[config.mk]
export PLATFORM = sky130hd
export DESIGN_NAME = r2sdf_bf_stage_flat
export DESIGN_NICKNAME = d
export VERILOG_FILES = /design/src/rtl/r2sdf_bf_stage_if.sv /design/src/rtl/r2sdf_bf_stage.sv /design/src/flat_wrapper.sv
export SDC_FILE = /design/constraint.sdc
export NUM_CORES = 1
export LEC_CHECK = 0
export ABC_AREA = 1
export BUFFER_PORTS_ARGS = -buffer_cell sky130_fd_sc_hd__buf_2
export CAP_MARGIN = 20
export CORE_ASPECT_RATIO = 1.25
export CORE_MARGIN = 2
export CORE_UTILIZATION = 32
export CTS_CLUSTER_SIZE = 24
export DETAILED_ROUTE_END_ITERATION = 8
export SYNTH_ARGS = -nofsm -noshare
export SYNTH_HDL_FRONTEND = slang
export SYNTH_SLANG_ARGS = --single-unit
[constraint.sdc]
create_clock -name clk -period 3.8 [get_ports clk]
set_clock_uncertainty 0.1 [all_clocks]
set_input_delay 0.76 -clock clk [delete_from_list [all_inputs] [get_ports clk]]
set_output_delay 0.76 -clock clk [all_outputs]
set_load 0.02 [all_outputs]
[src/rtl/r2sdf_bf_stage_if.sv]
// rtl/r2sdf_bf_stage_if.sv - sample stream and twiddle-index bundle for one R2SDF butterfly stage
interface r2sdf_bf_stage_if #(
    parameter int IN_W  = 8,
    parameter int OUT_W = IN_W + 1,
    parameter int IDX_W = 2
);
    logic                    in_valid;
    logic signed [IN_W-1:0]  in_r;
    logic signed [IN_W-1:0]  in_i;
    logic                    out_valid;
    logic signed [OUT_W-1:0] out_r;
    logic signed [OUT_W-1:0] out_i;
    logic                    tw_en;
    logic [IDX_W-1:0]        tw_idx;

    modport master (
        output in_valid, in_r, in_i,
        input  out_valid, out_r, out_i, tw_en, tw_idx
    );

    modport slave (
        input  in_valid, in_r, in_i,
        output out_valid, out_r, out_i, tw_en, tw_idx
    );
endinterface

[src/rtl/r2sdf_bf_stage.sv]
// rtl/r2sdf_bf_stage.sv - radix-2 SDF DIF butterfly stage with feedback delay line and twiddle-index sequencer
module r2sdf_bf_stage #(
    parameter int IN_W  = 8,
    parameter int OUT_W = IN_W + 1,
    parameter int DELAY = 4,
    parameter int IDX_W = (DELAY > 1) ? $clog2(DELAY) : 1
) (
    input  logic             clk,
    input  logic             rstn,
    r2sdf_bf_stage_if.slave  bus
);
    localparam int CW = $clog2(2 * DELAY);

    logic [CW-1:0]           cnt;
    logic                    primed;
    logic signed [OUT_W-1:0] dl_r [DELAY];
    logic signed [OUT_W-1:0] dl_i [DELAY];

    logic                    phase;
    logic [IDX_W-1:0]        n;
    logic signed [OUT_W-1:0] b_r;
    logic signed [OUT_W-1:0] b_i;
    logic signed [OUT_W-1:0] a_r;
    logic signed [OUT_W-1:0] a_i;

    always_comb begin
        phase = cnt[CW-1];
        n     = IDX_W'(cnt & CW'(DELAY - 1));
        b_r   = {{(OUT_W - IN_W){bus.in_r[IN_W-1]}}, bus.in_r};
        b_i   = {{(OUT_W - IN_W){bus.in_i[IN_W-1]}}, bus.in_i};
        a_r   = dl_r[0];
        a_i   = dl_i[0];
    end

    // Phase 0 fills the line with raw samples while draining last span's
    // differences; phase 1 emits sums and refills the line with differences.
    always_ff @(posedge clk) begin
        if (!rstn) begin
            cnt           <= '0;
            primed        <= 1'b0;
            bus.out_valid <= 1'b0;
            bus.out_r     <= '0;
            bus.out_i     <= '0;
            bus.tw_en     <= 1'b0;
            bus.tw_idx    <= '0;
            for (int i = 0; i < DELAY; i++) begin
                dl_r[i] <= '0;
                dl_i[i] <= '0;
            end
        end else begin
            bus.out_valid <= bus.in_valid & primed;
            if (bus.in_valid) begin
                cnt <= cnt + CW'(1);
                if (cnt == CW'(DELAY - 1)) begin
                    primed <= 1'b1;
                end
                for (int i = 0; i < DELAY - 1; i++) begin
                    dl_r[i] <= dl_r[i+1];
                    dl_i[i] <= dl_i[i+1];
                end
                if (!phase) begin
                    dl_r[DELAY-1] <= b_r;
                    dl_i[DELAY-1] <= b_i;
                    bus.out_r     <= a_r;
                    bus.out_i     <= a_i;
                    bus.tw_en     <= 1'b1;
                    bus.tw_idx    <= n;
                end else begin
                    dl_r[DELAY-1] <= a_r - b_r;
                    dl_i[DELAY-1] <= a_i - b_i;
                    bus.out_r     <= a_r + b_r;
                    bus.out_i     <= a_i + b_i;
                    bus.tw_en     <= 1'b0;
                    bus.tw_idx    <= '0;
                end
            end
        end
    end
endmodule

[src/flat_wrapper.sv]
// flat-port wrapper written by rule: the top's interface ports become plain ports
module r2sdf_bf_stage_flat 
#(
    parameter int IN_W  = 8,
    parameter int OUT_W = IN_W + 1,
    parameter int DELAY = 4,
    parameter int IDX_W = (DELAY > 1) ? $clog2(DELAY) : 1
)
  (clk, rstn, bus_in_valid, bus_in_r, bus_in_i, bus_out_valid, bus_out_r, bus_out_i, bus_tw_en, bus_tw_idx);
  r2sdf_bf_stage_if #(.IN_W(IN_W), .OUT_W(OUT_W), .IDX_W(IDX_W)) bus_i ();
  input  logic clk;
  input  logic rstn;
  input wire logic [$bits(bus_i.in_valid)-1:0] bus_in_valid;
  input wire logic [$bits(bus_i.in_r)-1:0] bus_in_r;
  input wire logic [$bits(bus_i.in_i)-1:0] bus_in_i;
  output wire logic [$bits(bus_i.out_valid)-1:0] bus_out_valid;
  output wire logic [$bits(bus_i.out_r)-1:0] bus_out_r;
  output wire logic [$bits(bus_i.out_i)-1:0] bus_out_i;
  output wire logic [$bits(bus_i.tw_en)-1:0] bus_tw_en;
  output wire logic [$bits(bus_i.tw_idx)-1:0] bus_tw_idx;
  assign bus_i.in_valid = bus_in_valid;
  assign bus_i.in_r = bus_in_r;
  assign bus_i.in_i = bus_in_i;
  assign bus_out_valid = bus_i.out_valid;
  assign bus_out_r = bus_i.out_r;
  assign bus_out_i = bus_i.out_i;
  assign bus_tw_en = bus_i.tw_en;
  assign bus_tw_idx = bus_i.tw_idx;
  r2sdf_bf_stage #(.IN_W(IN_W), .OUT_W(OUT_W), .DELAY(DELAY), .IDX_W(IDX_W)) u_core (.clk(clk), .rstn(rstn), .bus(bus_i));
endmodule
# After elaboration in Yosys (flattened, before gate mapping)
# Memories as Yosys holds them, arrays and structs flattened.
# Index checks and enable logic that the tools add are counted.
[totals]
ff_bits = 26
latchBits = 0
ram_bits = 72
rom_bits = 0
wordCells = 52
n_memories = 2
[op_classes]
n_addsub = 5
n_mul = 0
div = 0
n_lt_le_gt_ge = 0
n_eq_ne = 1
n_shift = 0
mux = 25
bitwise = 11
n_reduce_logical = 1
[mem_list]
columns = ["name", "words", "word_bits", "rd", "rd_clocked_by_memory_dff", "wr", "line", "rtl"]
rows = [
  ["u_core.dl_i", 4, 9, 4, 0, 4, "r2sdf_bf_stage.sv:17", "logic signed [OUT_W-1:0] dl_i [DELAY];"],
  ["u_core.dl_r", 4, 9, 4, 0, 4, "r2sdf_bf_stage.sv:16", "logic signed [OUT_W-1:0] dl_r [DELAY];"],
]
[ops]
columns = ["operator", "count"]
rows = [
  ["9-bit two-way mux", 12],
  ["9-bit by 8-bit adder with 9-bit output", 2],
  ["9-bit by 8-bit subtractor with 9-bit output", 2],
  ["1-bit two-way mux", 12],
  ["1-bit bitwise OR", 10],
  ["3-bit by 1-bit adder with 3-bit output (second input constant)", 1],
  ["3-bit by 2-bit == test with 1-bit output (second input constant)", 1],
  ["2-bit two-way mux", 1],
  ["2-bit AND reduction", 1],
  ["1-bit bitwise AND", 1],
]

# Logic depth before layout (Yosys ltp)
# Gate-level depths: netlist (run 1).
[depth]
depth_word = 6
ltp_mapped = 11

# Least setup slack after synthesis (run 1)
# Ideal clock, no wire load.
[synth_timing]
path_kind = "input to register"
startpoint = "input port bus_in_i[0]"
endpoint = "memory u_core.dl_i[0][33] in the netlist's numbering (data pin)"
setup_ns = 0.260
t_arrival_ns = 1.734
required_ns = 3.440
setup_slack_ns = 1.706
path_stages = 9
n_path_buf = 0
cell_sequence = "ha_1 -> inv_1 -> fa_1 -> nand2_1 -> nand2_1 -> nand3b_1 -> nand3_1 -> nand3_1 -> o21ai_0"
[synth_lines]
columns = ["item", "line", "rtl"]
rows = [
  ["from (decl)", "flat_wrapper.sv:15", "input wire logic [$bits(bus_i.in_i)-1:0] bus_in_i;"],
  ["to (decl)", "r2sdf_bf_stage.sv:17", ""],
]

==> results of run 1 <==
## Yosys cell counts, drive strengths merged
cell and number:
and2 4, nand3b 2, edfxtp 72, nand4 2, a21oi 18, or2 4
buf 16, dfxtp 26, o21bai 6, nand3 37, nor2 72, o221ai 6
a21o 2, ha 34, nand2 140, o21ai 30, clkbuf 3, xor2 4
inv 160, xnor2 5, fa 4, o22ai 4
## power groups by stage
stage          Clock, W  Combinational (W)  Sequential (W)
3_3_place_gp          0           0.000337         0.00127
3_5_place_dp          0           0.000338         0.00127
2_1_floorplan         0           0.000242         0.00127
5_1_grt        0.000933           0.000391         0.00125
6_report       0.000863           0.000339         0.00125
4_1_cts        0.000889           0.000342         0.00125
## how the worst max path moves through the flow
stage | to | cells past startpoint | start
after floorplan | u_core.dl_i[0][33] | 9 | bus_in_i[0]
after global placement | u_core.dl_r[0][0] | 4 | rstn
after detailed placement | u_core.dl_r[0][0] | 4 | rstn
after CTS | u_core.dl_r[1][0] | 4 | rstn
after global routing | u_core.dl_r[1][0] | 4 | rstn
final | u_core.dl_r[1][0] | 4 | rstn
## cells by family after synthesis
kind of cell             Yosys count  synth area share [%]
XOR/XNOR                           9                  1.44
adder cells (fa/ha/maj)           38                  9.24
AO/OA/AOI/OAI                     66                  7.45
flip-flops                        98                  49.0
buffers and inverters            179                  13.4
AND/OR/NAND/NOR                  261                  19.5
## metal layers
metal	part of all wire (%)	GRT usage [%]
met1	49	17.7
met2	47	21.8
met3	3.1	2.27
met4	1.5	4.19
met5	0	0
## through the flow
stage                     setup WS (ns)  utilization, %  power, W  instance area [sq um]
after floorplan                    1.71               -   0.00152                   5470
after CTS                          1.70            36.4   0.00248                   6110
after global placement             1.35            34.8   0.00161                   5830
final                              1.71            36.4   0.00245                   6110
after global routing               1.59            36.4   0.00258                   6110
after detailed placement           1.34            34.8   0.00161                   5830
## sequential cells by signal (all words and copies together), names as in the netlist
register,count
u_core.primed,1
u_core.cnt,3
u_core.bus.out_i,9
u_core.bus.tw_idx,2
u_core.dl_i,36
u_core.bus.tw_en,1
u_core.bus.out_r,9
u_core.dl_r,36
u_core.bus.out_valid,1
## worst register-to-register path, delay by kind of cell, from the launching register on
| kind | cells | cell delay, ns |
|---|---|---|
| adder cells (fa/ha/maj) | 2 | 0.53 |
| AND/OR/NAND/NOR | 5 | 0.44 |
| flip-flops | 1 | 0.39 |
| buffers and inverters | 2 | 0.14 |
| AO/OA/AOI/OAI | 1 | 0.08 |
## final cells by class
class,instances,area (sq um)
Timing Repair Buffer,42,215
Inverter,160,601
Multi-Input combinational cell,374,2060
Tap cell,220,275
Clock inverter,5,37.5
Clock buffer,11,243
Fill cell,1724,10700
Sequential cell,98,2680
## placed cells by master (no fill, tap or decap), types with 4 or more instances in the layout
master | netlist | layout
sky130_fd_sc_hd__o22ai_1 | 4 | 4
sky130_fd_sc_hd__clkbuf_16 | 0 | 9
sky130_fd_sc_hd__xor2_1 | 4 | 4
sky130_fd_sc_hd__dfxtp_1 | 26 | 26
sky130_fd_sc_hd__nor2_1 | 72 | 72
sky130_fd_sc_hd__nand3_1 | 37 | 37
sky130_fd_sc_hd__edfxtp_1 | 72 | 72
sky130_fd_sc_hd__nand2_1 | 137 | 137
sky130_fd_sc_hd__inv_1 | 157 | 157
sky130_fd_sc_hd__o21bai_1 | 6 | 6
sky130_fd_sc_hd__xnor2_1 | 5 | 5
sky130_fd_sc_hd__fa_1 | 4 | 4
sky130_fd_sc_hd__buf_2 | 9 | 40
sky130_fd_sc_hd__o21ai_2 | 8 | 8
sky130_fd_sc_hd__and2_1 | 4 | 4
sky130_fd_sc_hd__o221ai_1 | 6 | 6
sky130_fd_sc_hd__o21ai_0 | 19 | 19
sky130_fd_sc_hd__a21oi_1 | 18 | 18
sky130_fd_sc_hd__ha_1 | 34 | 34
==> flow_metrics.tcl, run 1 <==
set metrics [dict create \
    worst_ir_drop_vdd_mv 0.214 \
    drcViolationCount 0 \
    cts_hold_buf 0 \
    cts_setup_buffers 0 \
    die-area_sq_um 18200 \
    combinationalPowerShare_pct 13.8 \
    core_region_area_sq_um 16800 \
    final_nets 742 \
    ys_ff_latch 98 \
    cts-buffers-inserted 9 \
    worst_r2r_path_depth 10 \
    crit_path_max_fanout 73 \
    buffer_ports.inserted 40 \
    gp_routability_congestion 0.871 \
    antenna_cells 0 \
    initial_utilization_pct 32.6 \
    grt_first_pass_wirelength_mm 19.0 \
    internal_power_w 0.00179 \
    area_share_of_the_largest_cell_type_after_synthesis_pct 39.5 \
    r2r_slack_ns 1.86 \
    critical_path.n_buffers_inverters 3 \
    grt_overflow 0 \
    setup_total_negative_slack_ns 0 \
    fp.dieH_um 150 \
    cts.htree.levels 3 \
    finalHoldViolCount 0 \
    ant_nets 0 \
    worstSetupStartpointType "input pin" \
    dp.final_hpwl_mm 7.84 \
    cp_delay_by_family_top "simple AND/OR/NAND/NOR gates" \
    setup_violations 0 \
    route.detailed.vias_per_inst 4.33 \
    io_pins 41 \
    rr_startpoint "u_core.dl_i[0][0]" \
    synth_sequential_area_ratio_pct 49.0 \
    unrepaired_setup_endpoints_after_global_routing "no" \
    cts.sink_count 98 \
    syn_area_sq_um 5470 \
    regToRegEndpoint "u_core.dl_i[0][33]" \
    clock_tree.root_cell "sky130_fd_sc_hd__clkbuf_16" \
    power.share.clock_pct 35.3 \
    detail_route.wl_per_cell_um 12.4 \
    die_width_um 121 \
    fraction_of_layout_instances_using_a_drive_strength_above_1_pct 10.9 \
    worstSetupPathType "input pin to flip-flop" \
    maximum_number_of_pins_on_one_net_before_global_route_repair 74 \
    synth_top_cell_by_area "sky130_fd_sc_hd__edfxtp_1" \
    mappedNetlistNets 708 \
    cellPowerDensity_nw_per_um2 400 \
    post_cts_sizing 0 \
    crit_path_top_delay_cell "sky130_fd_sc_hd__or2_4" \
    placedCellCount 894 \
    drt_wl_total_mm 11.3 \
    holdCritPathClass "flip-flop to flip-flop" \
    finalWorstPathRequiredPeriod_ns 2.09 \
    worstMarginPinSlew_ns 0.999 \
    detailroute.via_count 3941 \
    report.final.slew_viol_count 0 \
    hold-path-cell-count 2 \
    clock.fmax_mhz 479 \
    rows 53 \
    synth_cell_types 30 \
    critical_path.cell_chain "buf_2, inv_1, or2_4, buf_4" \
    tritoncts "yes" \
    fin_hold_ws_ns 0.349 \
    crit_path_largest_cell_delay_ns 0.78 \
    timing.max_cap.violations 0 \
    cts_buffer_depth 2 \
    power.switching_fraction_pct 26.7 \
    clk-insertion-delay-late_ns 0.34 \
    crit_path_end_kind "flip-flop" \
    syn-instance-count 651 \
    data_required_time_at_the_worst_endpoint_ns 3.75 \
    timing.hold.worst_endpoint "u_core.bus.out_valid" \
    final_cells 910 \
    cts.reportedPaths.clkPinSlew_ns 0.07 \
    synth.yosys.warnings 0 \
    sequentialPowerShare_pct 50.9 \
    layout-area-overhead-vs-synth_pct 11.8 \
    synth.avg_cell_area_sq_um 8.40 \
    relSlewSlack_pct 33.4 \
    grt_antenna_before_repair 0 \
    grtUsageTotal_pct 13.2 \
    worstPathArrival_ns 2.04 \
    vias_in_the_first_global_route 3888 \
    status "finished, final reports clean" \
    detail_route.first_pass.iterations 5 \
    synthTopCellsByArea "sky130_fd_sc_hd__edfxtp_1 40%, sky130_fd_sc_hd__inv_1 11%, sky130_fd_sc_hd__dfxtp_1 9.5%" \
    p_switching_w 0.000653 \
    hp-start "u_core.primed" \
    initialDrtViolationCount 135 \
    p_leak_nw 2.92 \
    final_clock_period_utilization_by_the_worst_path_pct 55.0 \
]
Note: power is estimated with default switching activity, not from simulation.
==> run 2: changes to the inputs <==
clock period = 1.69 ns   (was 3.8 ns; I/O delays follow)
==> run 2 against run 1 <==
Net effect:
- the run now ends with setup timing left
- final cell count up 8.7%
- total power increased by 140%
- via count up 9.9%
- worst hold slack got worse by 0.16 ns
- non-clock buffer count up 79
- cell area grew 16%
- register-to-register slack got worse by 2.0 ns
- critical endpoint is now u_core.dl_i[0][33]
==> flow_metrics.tcl, run 2 (synthesis results as in run 1) <==
set metrics [dict create \
    timing.max_cap.violations 0 \
    route.detailed.vias_per_inst 4.38 \
    gp_routability_congestion 0.845 \
    dp.final_hpwl_mm 8.76 \
    placedCellCount 962 \
    p_leak_nw 3.33 \
    fp.dieH_um 150 \
    finalWorstPathRequiredPeriod_ns 1.83 \
    drt_wl_total_mm 12.7 \
    mostFrequentLayoutCell "sky130_fd_sc_hd__inv_1" \
    worstSetupPathType "flip-flop to flip-flop" \
    unrepaired_setup_endpoints_after_global_routing "yes" \
    final_clock_period_utilization_by_the_worst_path_pct 108 \
    largestRegisters "u_core.dl_i (36), u_core.dl_r (36)" \
    placement.setup.worst_slack_ns -0.198 \
    initialDrtViolationCount 167 \
    grtUsageTotal_pct 14.4 \
    io_pins 41 \
    core_region_area_sq_um 16800 \
    setup_violations 21 \
    worstSetupStartpointType "flip-flop" \
    grt_overflow 0 \
    detail_route.first_pass.iterations 4 \
    die_width_um 121 \
    filler_cell_count 1687 \
    holdCritPathClass "input pin to flip-flop" \
    layout.cells.most_common_list "147 x sky130_fd_sc_hd__inv_1, 119 x sky130_fd_sc_hd__nand2_1, 77 x sky130_fd_sc_hd__buf_4" \
    worst_r2r_path_depth 10 \
    multi_input_comb_area_sq_um 2390 \
    hold-path-cell-count 3 \
    vias_in_the_first_global_route 4180 \
    detail_route.wl_per_cell_um 12.9 \
    final_area_sq_um 7090 \
    grt_first_pass_wirelength_mm 20.4 \
    status "finished with violations" \
    cts-buffers-inserted 9 \
    final_nets 821 \
    cts.reportedPaths.clkPinSlew_ns 0.07 \
    critical_path.cell_chain "inv_2, ha_4, inv_2, fa_2, nand2_2, nand2_4, nand3b_1, nand3_1, nand3_1, o21ai_1" \
    cts.sink_count 98 \
    cts_hold_buf 0 \
    data_required_time_at_the_worst_endpoint_ns 1.69 \
    cts.htree.levels 3 \
    fraction_of_layout_instances_using_a_drive_strength_above_1_pct 28.5 \
    worstPathArrival_ns 1.84 \
    cellPowerDensity_nw_per_um2 845 \
    clock.fmax_mhz 546 \
    relSlewSlack_pct 63.3 \
    detailroute.via_count 4332 \
    postLayoutCoreUtil_pct 42.3 \
    stages_on_the_worst_setup_path 10 \
    ant_nets 0 \
    crit_path_end_kind "flip-flop" \
    r2r_slack_ns -0.14 \
    ff_latch_area_sq_um 2680 \
    grt_antenna_before_repair 0 \
    critical_path.n_buffers_inverters 2 \
    place_area_sq_um 6370 \
    rows 53 \
    cp_delay_by_family_top "adder cells" \
    crit_path_top_delay_cell "sky130_fd_sc_hd__edfxtp_1" \
    initial_utilization_pct 32.6 \
    clock_tree.root_cell "sky130_fd_sc_hd__clkbuf_16" \
    final_critical_path_setup_slack_ns -0.141 \
    maximum_number_of_pins_on_one_net_before_global_route_repair 57 \
    final_cells 989 \
    report.final.slew_viol_count 0 \
    antenna_cells 0 \
    drcViolationCount 0 \
    crit_path_max_fanout 3 \
    finalHoldViolCount 0 \
    worstMarginPinSlew_ns 0.550 \
    die-area_sq_um 18200 \
    crit_path_largest_cell_delay_ns 0.41 \
    worst_ir_drop_vdd_mv 0.684 \
    buffer_ports.inserted 40 \
    tritoncts "yes" \
    layout-area-overhead-vs-synth_pct 29.6 \
    violations "setup timing" \
    clk-insertion-delay-late_ns 0.35 \
    cts_buffer_depth 2 \
]
## run 2: routing by layer
metal	wire length (um)	vias up	track usage, %	part of all wire (%)
li1	-	2236	-	-
met1	5810	2011	18.1	46
met2	6270	65	24.2	49
met3	414	20	2.99	3.2
met4	258	0	5.99	2.0
met5	0	-	0	0
## run 2: where the power goes
part / switching [W] / internal, W
Sequential: 0.0000699 / 0.00273
Combinational: 0.000617 / 0.000480
Clock: 0.000951 / 0.00115
## run 2: path summary, 6_finish.rpt
| kind | from | endpoint |
|---|---|---|
| max | u_core.dl_i[0][0] | u_core.dl_i[0][33] |
| min | rstn | u_core.cnt[0] |
| max reg2reg | u_core.dl_i[0][0] | u_core.dl_i[0][33] |
| min reg2reg | u_core.primed | u_core.bus.out_valid |
## run 2: metrics by stage
stage / hold WS, ns / setup TNS [ns] / power (W)
after CTS: 0.175 / -0.942 / 0.00596
final: 0.184 / -1.23 / 0.00599
after floorplan: 0.316 / -0.200 / 0.00341
after detailed placement: 0.328 / -3.07 / 0.00378
after global placement: 0.331 / -2.70 / 0.00378
after global routing: 0.181 / -3.64 / 0.00629
## run 2: area by class of cell
cell class,instances,area share [%]
timing repair buffer,121,11.9
clock buffer,11,3.72
sequential,98,37.8
inverter,160,8.47
clock inverter,5,0.582
tap,220,3.88
multi-input combinational,374,33.7
## run 2: tightest hold or removal path, stage by stage
cell,delay [ns]
sky130_fd_sc_hd__buf_2,0.09
sky130_fd_sc_hd__inv_1,0.06
sky130_fd_sc_hd__nor2_1,0.10
## run 2: timing repair
item	in CTS	in global routing
pin swaps	13	23
endpoints found under the setup margin	18	27
gates resized for setup	40	38
buffers inserted	6	6
